<file path="config.mk">
export PLATFORM = sky130hd
export DESIGN_NAME = su_cfg_loader
export DESIGN_NICKNAME = d
export VERILOG_FILES = /design/src/rtl/su_cfg_loader.sv
export SDC_FILE = /design/constraint.sdc
export NUM_CORES = 1
export LEC_CHECK = 0
export BUFFER_PORTS_ARGS = -buffer_cell sky130_fd_sc_hd__buf_4
export CAP_MARGIN = 30
export CORE_ASPECT_RATIO = 2
export CORE_MARGIN = 5
export CORE_UTILIZATION = 57
export DETAILED_ROUTE_END_ITERATION = 12
export MAX_ROUTING_LAYER = met4
export PLACE_DENSITY = 0.79
export SYNTH_ARGS = -nofsm -noshare
export SYNTH_HDL_FRONTEND = slang
export SYNTH_SLANG_ARGS = --single-unit
export TNS_END_PERCENT = 50
</file>
<file path="constraint.sdc">
create_clock -name clk -period 4.3 [get_ports clk]
set_input_delay 0.645 -clock clk [delete_from_list [all_inputs] [get_ports clk]]
set_output_delay 0.645 -clock clk [all_outputs]
set_load 0.01 [all_outputs]
</file>
<file path="src/rtl/su_cfg_loader.sv">
`default_nettype none
// ---------------------------------------------------------------------------
// su_cfg_loader : serial, parity-checked configuration loader for switch units
// Revision 1.0  : initial release
// ---------------------------------------------------------------------------
module su_cfg_loader #(
  parameter int NUM_SU = 8,
  parameter int CFG_W  = 6
) (
  input  logic                    clk,
  input  logic                    rst,
  input  logic                    start_i,
  input  logic                    abort_i,
  input  logic                    cfg_valid_i,
  input  logic                    cfg_bit_i,
  output logic                    cfg_ready_o,
  output logic [NUM_SU*CFG_W-1:0] dir_con_bus_o,
  output logic                    busy_o,
  output logic                    cfg_done_o,
  output logic                    cfg_err_o
);

  localparam int TOTAL = NUM_SU * CFG_W;
  localparam int CNT_W = $clog2(TOTAL + 1);

  typedef enum logic [1:0] {
    ST_IDLE  = 2'd0,
    ST_LOAD  = 2'd1,
    ST_CHECK = 2'd2,
    ST_ERROR = 2'd3
  } state_e;

  state_e             state_q, state_d;
  logic [TOTAL-1:0]   shadow_q, shadow_d;
  logic [TOTAL-1:0]   dir_q, dir_d;
  logic [CNT_W-1:0]   cnt_q, cnt_d;
  logic               par_q, par_d;
  logic               done_q, done_d;
  logic               err_q, err_d;

  always_ff @(posedge clk or posedge rst) begin
    if (rst) begin
      state_q  <= ST_IDLE;
      shadow_q <= '0;
      dir_q    <= '0;
      cnt_q    <= '0;
      par_q    <= 1'b0;
      done_q   <= 1'b0;
      err_q    <= 1'b0;
    end else begin
      state_q  <= state_d;
      shadow_q <= shadow_d;
      dir_q    <= dir_d;
      cnt_q    <= cnt_d;
      par_q    <= par_d;
      done_q   <= done_d;
      err_q    <= err_d;
    end
  end

  always_comb begin
    state_d  = state_q;
    shadow_d = shadow_q;
    dir_d    = dir_q;
    cnt_d    = cnt_q;
    par_d    = par_q;
    done_d   = 1'b0;
    err_d    = err_q;

    case (state_q)
      ST_IDLE: begin
        if (start_i && !abort_i) begin
          state_d = ST_LOAD;
          cnt_d   = '0;
          par_d   = 1'b0;
          err_d   = 1'b0;
        end
      end
      ST_LOAD: begin
        // Abort takes priority over a bit offered in the same cycle.
        if (abort_i) begin
          state_d = ST_IDLE;
        end else if (cfg_valid_i) begin
          par_d = par_q ^ cfg_bit_i;
          if (cnt_q == CNT_W'(TOTAL)) begin
            state_d = ST_CHECK;
          end else begin
            shadow_d = {cfg_bit_i, shadow_q[TOTAL-1:1]};
            cnt_d    = cnt_q + CNT_W'(1);
          end
        end
      end
      ST_CHECK: begin
        if (!par_q) begin
          dir_d   = shadow_q;
          done_d  = 1'b1;
          state_d = ST_IDLE;
        end else begin
          err_d   = 1'b1;
          state_d = ST_ERROR;
        end
      end
      ST_ERROR: begin
        if (start_i) begin
          state_d = ST_LOAD;
          cnt_d   = '0;
          par_d   = 1'b0;
          err_d   = 1'b0;
        end
      end
      default: state_d = ST_IDLE;
    endcase
  end

  assign cfg_ready_o   = (state_q == ST_LOAD);
  assign busy_o        = (state_q == ST_LOAD) || (state_q == ST_CHECK);
  assign dir_con_bus_o = dir_q;
  assign cfg_done_o    = done_q;
  assign cfg_err_o     = err_q;

endmodule
`default_nettype wire
</file>
==> impl_metrics.yaml <==
synth:
  synthTopCellsByArea: "dfrtp_1, mux2_2, mux2_4, ha_1, buf_12"
  synth-edff-count: 0
  post_synth_num_cell_types: 37
  ys_warn_count: 0
  synthArstFlopShare: 1.00
  synth_seq_cells: 107
  avgSynthCellArea_sq_um: 15.8
  syn_area_sq_um: 4400
  synth_seq_area_share: 0.609
  netlist_instances: 279
  synth_nets: 292
  dominantRegCellSynth: "dfrtp_1"
  yosysTopAreaCell: "dfrtp_1"
  synth_top_area_share: 0.609
global_route:
  grt_pass1_wl_um: 13000
  grt_max_degree: 78
  track_usage: 0.177
  grt-ovfl-total: 0
  antenna_found_initial: 0
  grt_pass1_vias: 2634
floorplanning:
  num_io_pins: 58
  die-height_um: 134
  dieArea_sq_um: 9680
  fp.dieW_um: 72.1
  rows: 45
  start_util: 0.583
  coreArea_sq_um: 7540
timing:
  drv_slew: 0
  tightest_slew_ps: 939
  rsz0062_at_grt: "false"
  hold_viol_final: 0
  max_slew_margin: 0.372
  skew_ps: 3.86
  setup_tns_ps: 0
  timing.final.crit_period_ps: 2490
  setup_viol: 0
  max_freq_ghz: 0.402
  fin_crit_sh: 0.579
worst_hold_path:
  min_path_type: "flip-flop to flip-flop"
clock_network:
  clk_path_buf_depth: 2
  cts_resized: 0
  numCtsBuffers: 9
  htree_levels: 3
  cts_root_buf: "clkbuf_16"
  cts_hold_buffers: 0
  cts_setup_buffers: 0
  cts_sinks: 107
  tritoncts: "built"
  clk_pin_slew_ps: 70
  insertion_delay_ps: 340
critical_path:
  critPathTopFamily: "simple AND/OR/NAND/NOR gates"
  cp_cell_sequence: "inv_1 > ha_1 > and2b_1 > nand3b_4 > mux2_2"
  cpPeakStageDelay_ps: 620
  crit_buf_inv: 1
  crit_arrival_ps: 2710
  crit_required_ps: 4520
  cp-end-kind: "flip-flop"
  cp_max_fo: 48
  cp_slowest_cell: "nand3b_4"
  cp-start-kind: "flip-flop"
  critPathKind: "flip-flop to flip-flop"
route:
  dr_total_vias: 2381
  drtIter0Drc: 106
  dr.pass1.iters: 4
  ant_nets: 0
  vias_per_cell: 5.46
  wire_per_inst_um: 17.3
  routed_wirelength_um: 7560
  route.detailed.drc: 0
pwr:
  clockPowerShare: 0.368
  intPower_mw: 1.97
  powerDensity_nw_per_um2: 508
  ir_worst_vdd_mv: 0.509
  seqPwrFrac: 0.449
  p_sw_uw: 680
  p_leak_nw: 2.77
  sw_frac_of_total: 0.256
  p_comb_frac: 0.183
final_layout:
  syn_to_final_growth_pct: 18.8
  num_antenna_cells: 0
  layout_commonest_cell: "dfrtp_1"
  final_cells: 436
  utilization: 0.692
  fin_area_sq_um: 5220
  nNetsFinal: 350
  drive_above_1_share: 0.532
  layout_common_cells: "dfrtp_1, mux2_2, buf_4, mux2_4"
place:
  gp_congestion: 0.806
  port_buffers: 57
  dp.final_hpwl_um: 5050
  place_area_sq_um: 4860
  dp_cells: 420
outcome:
  status: "complete, no violations"
job:
  maxCapViolCount: 0
layout make-up:
cell class                      instances  area, sq um
Sequential cell                       107         2680
Fill cell                             558         2320
Tap cell                               94          118
Multi-Input combinational cell        151         1580
Clock buffer                            9          225
Inverter                                9         36.3
Timing Repair Buffer                   59          443
Clock inverter                          7          140
registers in the layout, summed over array words and instances, names as in the netlist:
| name | cells |
|---|---|
| cfg_err_o | 1 |
| cfg_done_o | 1 |
| par_q | 1 |
| shadow_q | 48 |
| dir_con_bus_o | 48 |
| state_q | 2 |
| cnt_q | 6 |
synthesized netlist by cell type (all sizes together) (2+ instances only):
library cell    n
nand2           9
or4             3
ha              7
nand3           7
mux2           98
o21ai           2
nor3            2
buf            12
inv             9
and2b           2
nor2            3
dfrtp         107
power by group through the flow:
stage          registers (mW)  clock network, mW  logic, mW
2_1_floorplan            1.19                  0      0.399
3_3_place_gp             1.20                  0      0.472
3_5_place_dp             1.21                  0      0.491
4_1_cts                  1.19              0.994      0.494
5_1_grt                  1.20               1.03      0.539
6_report                 1.19              0.977      0.486
final timing paths:
kind,slack [ps],depth (start not counted),from,to
max in group asynchronous,2850,3,rst,shadow_q[11]
setup / recovery,1810,5,state_q[1],shadow_q[2]
hold reg to reg,510,1,dir_con_bus_o[34],dir_con_bus_o[34]
min in group asynchronous,520,2,rst,shadow_q[33]
hold / removal,510,1,dir_con_bus_o[34],dir_con_bus_o[34]
setup reg to reg,1810,5,state_q[1],shadow_q[2]
per-stage QoR:
| stage | setup WS, ps | power (mW) | hold WS (ps) |
|---|---|---|---|
| 2_1_floorplan | 838 | 1.59 | 476 |
| 3_5_place_dp | 1840 | 1.70 | 498 |
| 6_report | 1810 | 2.65 | 509 |
| 3_3_place_gp | 1940 | 1.67 | 491 |
| 5_1_grt | 1670 | 2.78 | 532 |
| 4_1_cts | 1810 | 2.68 | 512 |
routing by layer:
layer | up-vias | global-route usage | routed length [um]
met5 | - | - | 0
met4 | 0 | 0.0764 | 158
met3 | 12 | 0.0353 | 277
met2 | 48 | 0.288 | 4090
met1 | 1231 | 0.211 | 3030
li1 | 1090 | - | -
cell families (layout without fill, tap and decap cells):
| kind of cell | count (synthesis) | count (layout) | share of synthesized area |
|---|---|---|---|
| buffers and inverters | 21 | 84 | 0.0327 |
| adders and majority gates | 7 | 7 | 0.0199 |
| AOI/OAI and AO/OA | 14 | 14 | 0.0285 |
| and+or+nand+nor | 32 | 32 | 0.0421 |
| DFF | 107 | 107 | 0.609 |
| muxes | 98 | 98 | 0.268 |
Note: power is estimated with default switching activity, not from simulation.
